**src/rtl/conv_pkg.sv**
```systemverilog
// Shared types and defaults for the 3x3 convolution stage.
// Pixel/weight/accumulator widths and the identity kernel live here.
package conv_pkg;

  localparam int DEF_IMG_W = 8;
  localparam int DEF_IMG_H = 8;
  localparam int DEF_GROUP = 4;

  typedef logic [7:0]        pixel_t;
  typedef logic signed [7:0] weight_t;
  typedef weight_t [8:0]     kernel_t;
  typedef logic signed [20:0] acc_t;

  // Only the centre tap (index 4) is 1.
  localparam kernel_t IDENT_KERNEL = 72'h00_0000_0001_0000_0000;

  function automatic logic signed [16:0] mul_px(pixel_t p, weight_t w);
    return 17'(signed'({1'b0, p})) * 17'(w);
  endfunction

endpackage

```
**src/rtl/line_buffer.sv**
```systemverilog
// One-row delay line: returns the pixel written DEPTH accepts ago, 0 cycles.
// Advances only on i_en; no backpressure.
module line_buffer #(
  parameter int DEPTH = 8,
  parameter int WIDTH = 8
) (
  input  logic             clk,
  input  logic             rst_n,
  input  logic             i_en,
  input  logic [WIDTH-1:0] i_dat,
  output logic [WIDTH-1:0] o_dat
);

  localparam int AW = $clog2(DEPTH);

  logic [WIDTH-1:0] r_mem [DEPTH];
  logic [AW-1:0]    r_ptr;

  assign o_dat = r_mem[r_ptr];

  always_ff @(posedge clk or negedge rst_n) begin
    if (!rst_n) begin
      r_ptr <= '0;
    end else if (i_en) begin
      r_ptr <= (r_ptr == AW'(DEPTH - 1)) ? '0 : r_ptr + AW'(1);
    end
  end

  // Contents are never read before being rewritten in the current frame.
  always_ff @(posedge clk) begin
    if (i_en) begin
      r_mem[r_ptr] <= i_dat;
    end
  end

endmodule

```
**src/rtl/conv3x3_engine.sv**
```systemverilog
// Streaming 3x3 convolution with ReLU, shift and saturation; 2-cycle latency
// from the accepting edge. No backpressure: bubbles only stop window/counters.
module conv3x3_engine
  import conv_pkg::*;
#(
  parameter int IMG_W = DEF_IMG_W,
  parameter int IMG_H = DEF_IMG_H,
  parameter int SHIFT = 0,
  parameter int GROUP = DEF_GROUP
) (
  input  logic       clk,
  input  logic       rst_n,
  input  logic [7:0] pixelIn,
  input  logic       pixelValid,
  input  logic       wLoad,
  input  logic [3:0] wIdx,
  input  logic [7:0] wData,
  output logic [7:0] convResult,
  output logic       convValid,
  output logic       En
);

  localparam int CW = $clog2(IMG_W);
  localparam int RW = $clog2(IMG_H);
  localparam int GW = (GROUP > 1) ? $clog2(GROUP) : 1;

  logic [CW-1:0]  r_col;
  logic [RW-1:0]  r_row;
  logic [GW-1:0]  r_grp;
  kernel_t        r_w;
  pixel_t [8:0]   r_win;
  logic           r_s1_vld;
  logic           r_s2_vld;
  acc_t           r_sum;

  logic [7:0]     w_lb0;
  logic [7:0]     w_lb1;
  logic           w_win_vld;
  acc_t           w_sum;
  acc_t           w_relu;
  acc_t           w_shr;
  logic [7:0]     w_sat;

  line_buffer #(.DEPTH(IMG_W), .WIDTH(8)) u_lb0 (
    .clk(clk), .rst_n(rst_n), .i_en(pixelValid), .i_dat(pixelIn), .o_dat(w_lb0)
  );

  line_buffer #(.DEPTH(IMG_W), .WIDTH(8)) u_lb1 (
    .clk(clk), .rst_n(rst_n), .i_en(pixelValid), .i_dat(w_lb0), .o_dat(w_lb1)
  );

  assign w_win_vld = pixelValid && (r_row >= RW'(2)) && (r_col >= CW'(2));

  always_ff @(posedge clk or negedge rst_n) begin
    if (!rst_n) begin
      r_col <= '0;
      r_row <= '0;
    end else if (pixelValid) begin
      if (r_col == CW'(IMG_W - 1)) begin
        r_col <= '0;
        r_row <= (r_row == RW'(IMG_H - 1)) ? '0 : r_row + RW'(1);
      end else begin
        r_col <= r_col + CW'(1);
      end
    end
  end

  always_ff @(posedge clk or negedge rst_n) begin
    if (!rst_n) begin
      r_w <= IDENT_KERNEL;
    end else if (wLoad && (wIdx <= 4'd8)) begin
      r_w[wIdx] <= wData;
    end
  end

  // Index k = 3*row + col inside the window; column 2 is the newest.
  always_ff @(posedge clk or negedge rst_n) begin
    if (!rst_n) begin
      r_win    <= '0;
      r_s1_vld <= 1'b0;
      r_s2_vld <= 1'b0;
      r_sum    <= '0;
    end else begin
      r_s1_vld <= w_win_vld;
      r_s2_vld <= r_s1_vld;
      if (pixelValid) begin
        r_win <= {pixelIn, r_win[8], r_win[7],
                  w_lb0,   r_win[5], r_win[4],
                  w_lb1,   r_win[2], r_win[1]};
      end
      if (r_s1_vld) begin
        r_sum <= w_sum;
      end
    end
  end

  always_comb begin
    w_sum = '0;
    for (logic [3:0] k = 4'd0; k < 4'd9; k++) begin
      w_sum = w_sum + acc_t'(mul_px(r_win[k], r_w[k]));
    end
  end

  always_comb begin
    w_relu = r_sum[20] ? '0 : r_sum;
    w_shr  = w_relu >>> SHIFT;
    w_sat  = (w_shr > acc_t'(255)) ? 8'hFF : w_shr[7:0];
  end

  // GROUP divides the per-frame result count, so r_grp is 0 at every frame start.
  always_ff @(posedge clk or negedge rst_n) begin
    if (!rst_n) begin
      convResult <= '0;
      convValid  <= 1'b0;
      En         <= 1'b0;
      r_grp      <= '0;
    end else begin
      convValid <= r_s2_vld;
      En        <= 1'b0;
      if (r_s2_vld) begin
        convResult <= w_sat;
        if (r_grp == GW'(GROUP - 1)) begin
          En    <= 1'b1;
          r_grp <= '0;
        end else begin
          r_grp <= r_grp + GW'(1);
        end
      end
    end
  end

endmodule
```
**config.mk**
```make
export PLATFORM = sky130hd
export DESIGN_NAME = conv3x3_engine
export DESIGN_NICKNAME = d
export VERILOG_FILES = /design/src/rtl/conv_pkg.sv /design/src/rtl/line_buffer.sv /design/src/rtl/conv3x3_engine.sv
export SDC_FILE = /design/constraint.sdc
export NUM_CORES = 2
export LEC_CHECK = 0
export ABC_AREA = 1
export CAP_MARGIN = 40
export CORE_MARGIN = 5
export CORE_UTILIZATION = 51
export CTS_CLUSTER_DIAMETER = 40
export DETAILED_ROUTE_END_ITERATION = 12
export GPL_ROUTABILITY_DRIVEN = 0
export GPL_TIMING_DRIVEN = 0
export HOLD_SLACK_MARGIN = 0.12
export MAX_ROUTING_LAYER = met4
export PLACE_DENSITY = 0.69
export SYNTH_ARGS = -nofsm -noshare
export SYNTH_HDL_FRONTEND = slang
export SYNTH_SLANG_ARGS = --single-unit
```
**constraint.sdc**
```tcl
create_clock -name clk -period 11.11 [get_ports clk]
set_input_delay 1.111 -clock clk [delete_from_list [all_inputs] [get_ports clk]]
set_output_delay 1.111 -clock clk [all_outputs]
set_load 0.05 [all_outputs]
```
==> results_dict.tcl <==
set metrics [dict create \
    status "finished, final reports clean" \
    initial_utilization_pct 51.7 \
    min_period_over_period_pct 72.6 \
    drive_above_1_share_pct 3.86 \
    cts_tree "yes" \
    hpwl_microns 75800 \
    netlist_top_cells_count "1,181 x inv_1, 818 x nand2_1, 574 x fa_1" \
    grt_usage_pct 26.2 \
    start_kind "register" \
    htree_levels 2 \
    hold_violations 0 \
    grt_pass1_vias 25700 \
    die_h_microns 271 \
    core-area_sq_um 67500 \
    pin_count 34 \
    end_kind "register" \
    fin_skew_ps 48.4 \
    synth_flop_cell "dfrtp_1" \
    cts_buffers 58 \
    synth-simple-area-share_pct 12.2 \
    worstSetupPathType "register to register" \
    netlist_area_sq_um 34900 \
    drt_iter0_markers 1763 \
    worst_slew_pin_slew_ps 894 \
    vias_per_cell 5.02 \
    synth_top_cell_area_share_pct 33.0 \
    ant_nets 0 \
    cts_resized 0 \
    area_growth_syn_to_layout_pct 10.4 \
    cts_sinks 319 \
    hold_end "r_s2_vld" \
    cpLargestDelayFamily "adder cells" \
    vias 24800 \
    ys_ff_latch 319 \
    ys_types 42 \
    setup_viol 0 \
    timing.critical_path.from "r_w[63]" \
    slowest_delay_ps 660 \
    fin_nets 4919 \
    synth_compound_area_share_pct 4.03 \
    synthMuxAreaShare_pct 0.0646 \
    synth_most_common_cell "inv_1" \
    synth_top_family_by_area "adder cells" \
    drc 0 \
    max_slew_margin_pct 40.4 \
    grt_max_degree 107 \
    yosysTopAreaCell "fa_1" \
    syn_nets 4812 \
    critPathArrivalTime_ps 8570 \
    synth_area_leaders "fa_1 33%, dfrtp_1 14%, inv_1 13%" \
    num_rows 95 \
    r2r_end "r_sum[12]" \
    slew_violations 0 \
    antenna_found_initial 2 \
    rsz0062_at_grt "false" \
    hold_start "r_s1_vld" \
    worst-path-stages 28 \
    fmax_mhz 124 \
    hold_depth 0 \
    synth_edf_count 128 \
    postCtsHoldBufs 0 \
    ff2ff_setup_slack_ps 3040 \
    cp.required_ps 11620 \
    critPathBufInv 7 \
    rr_worst_depth 28 \
    ys_warn_count 0 \
    hold_path_class "register to register" \
    clockBufferDepth 3 \
    die_area_sq_um 73700 \
    syn_inst 3910 \
    reg2reg_from "r_w[63]" \
    synth.avg_cell_area_sq_um 8.92 \
    port_buffers 33 \
    wl_microns 92100 \
    cts_setup_buffers 0 \
    cts_root_buffer "clkbuf_16" \
    cp_max_fo 8 \
    final_area_sq_um 38500 \
    synth-async-reset-ratio_pct 59.9 \
    tns_ps 0 \
    overflow 0 \
    insertion_delay_ps 650 \
    synth_fa_ha_area_share_pct 43.9 \
    period_minus_slack_ps 8070 \
    path_common_cell "fa_1" \
    seq_area_frac_synth_pct 24.7 \
    synth_xor_area_share_pct 0.301 \
    cp_slowest_cell "dfrtp_1" \
    firstDrtPassIters 5 \
    route.detailed.wl_per_inst_microns 18.6 \
    maxCapViolations 0 \
    die_width_microns 271 \
    placed_cell_area_sq_um 36500 \
    grt_pass1_wl_microns 144000 \
    clk_pin_slew_ps 50 \
]
[placed cells by master, fill, tap and decap left out, drive strengths merged]
| cell | Yosys | final |
|---|---|---|
| nand2 | 819 | 819 |
| nor2 | 190 | 190 |
| a41oi | 2 | 2 |
| nand3b | 2 | 2 |
| nand3 | 53 | 53 |
| xor2 | 3 | 3 |
| diode | 0 | 2 |
| clkinv | 5 | 23 |
| ha | 304 | 304 |
| edfxtp | 128 | 128 |
| mux2 | 2 | 2 |
| o21a | 1 | 1 |
| o211ai | 4 | 4 |
| fa | 574 | 574 |
| a22o | 5 | 5 |
| a221oi | 1 | 1 |
| nand4 | 5 | 5 |
| clkbuf | 158 | 222 |
| buf | 20 | 35 |
| o21ai | 135 | 135 |
| dfrtp | 190 | 190 |
| a21oi | 70 | 70 |
| dfstp | 1 | 1 |
| nor3 | 2 | 2 |
| a31oi | 12 | 12 |
| o22ai | 19 | 19 |
| or2 | 6 | 6 |
| o21bai | 2 | 2 |
| clkdlybuf4s50 | 0 | 32 |
| o31ai | 1 | 1 |
| o211a | 2 | 2 |
| a31o | 1 | 1 |
| bufinv | 0 | 4 |
| xnor2 | 9 | 9 |
| clkinvlp | 0 | 6 |
| inv | 1181 | 1197 |
| nor4 | 3 | 3 |
[worst register-to-register path, delay by kind of cell (launching register included)]
kind / cells / cell delay (ps)
fa+ha+maj: 11 / 5340
buf+inv: 7 / 710
simple gates: 9 / 980
flops: 1 / 660
compound gates: 1 / 260
[per-layer routing]
metal / track usage [%] / vias up / share of wire, % / wire, microns
met5: - / - / 0 / 0
met4: 9.76 / 0 / 4.5 / 4170
met3: 7.48 / 221 / 10 / 9200
met2: 40.6 / 929 / 46 / 42200
met1: 33.2 / 12100 / 40 / 36600
li1: - / 11500 / - / -
[layout make-up]
| type | count | area [sq um] |
|---|---|---|
| fill | 5926 | 29000 |
| multi-input combinational | 2227 | 21100 |
| sequential | 319 | 8620 |
| inverter | 1186 | 4450 |
| clock buffer | 64 | 1510 |
| tap | 873 | 1090 |
| buffer | 178 | 726 |
| timing repair buffer | 47 | 558 |
| clock inverter | 44 | 479 |
| antenna | 2 | 5.00 |
[worst max path at each step]
stage	end
6_report	r_sum[12]
5_1_grt	r_sum[12]
4_1_cts	r_sum[12]
3_5_place_dp	r_sum[12]
3_3_place_gp	u_lb1.r_ptr[1]
2_1_floorplan	r_sum[12]
[kinds of logic after synthesis]
group / count (synthesis)
mux: 2
xor+xnor: 12
simple gates: 1080
buf+inv: 1364
compound gates: 255
fa+ha+maj: 878
flops: 319
[per-stage QoR]
| stage | hold slack, ps | std cells | utilization [%] | worst slack (ps) |
|---|---|---|---|---|
| global placement | 369 | 4816 | 53.8 | 264 |
| global route | 401 | 4940 | 57.0 | 2680 |
| CTS | 386 | 4938 | 57.0 | 3030 |
| floorplan | 352 | 3910 | - | 3840 |
| detailed placement | 384 | 4830 | 54.1 | 3020 |
| finish | 391 | 4940 | 57.0 | 3040 |
[flip-flops by register name, indices dropped and copies added, names as in the netlist]
signal and cells:
r_grp 2, r_win 72, r_sum 21, r_col 3
r_w 72, u_lb1.r_mem 64, convValid 1, r_s2_vld 1
En 1, u_lb1.r_ptr 3, r_row 3, r_s1_vld 1
convResult 8, u_lb0.r_mem 64, u_lb0.r_ptr 3
Power is left out: the tool's default activity adds up to more than one toggle a clock period on the data nets, which glitch-free logic cannot reach.
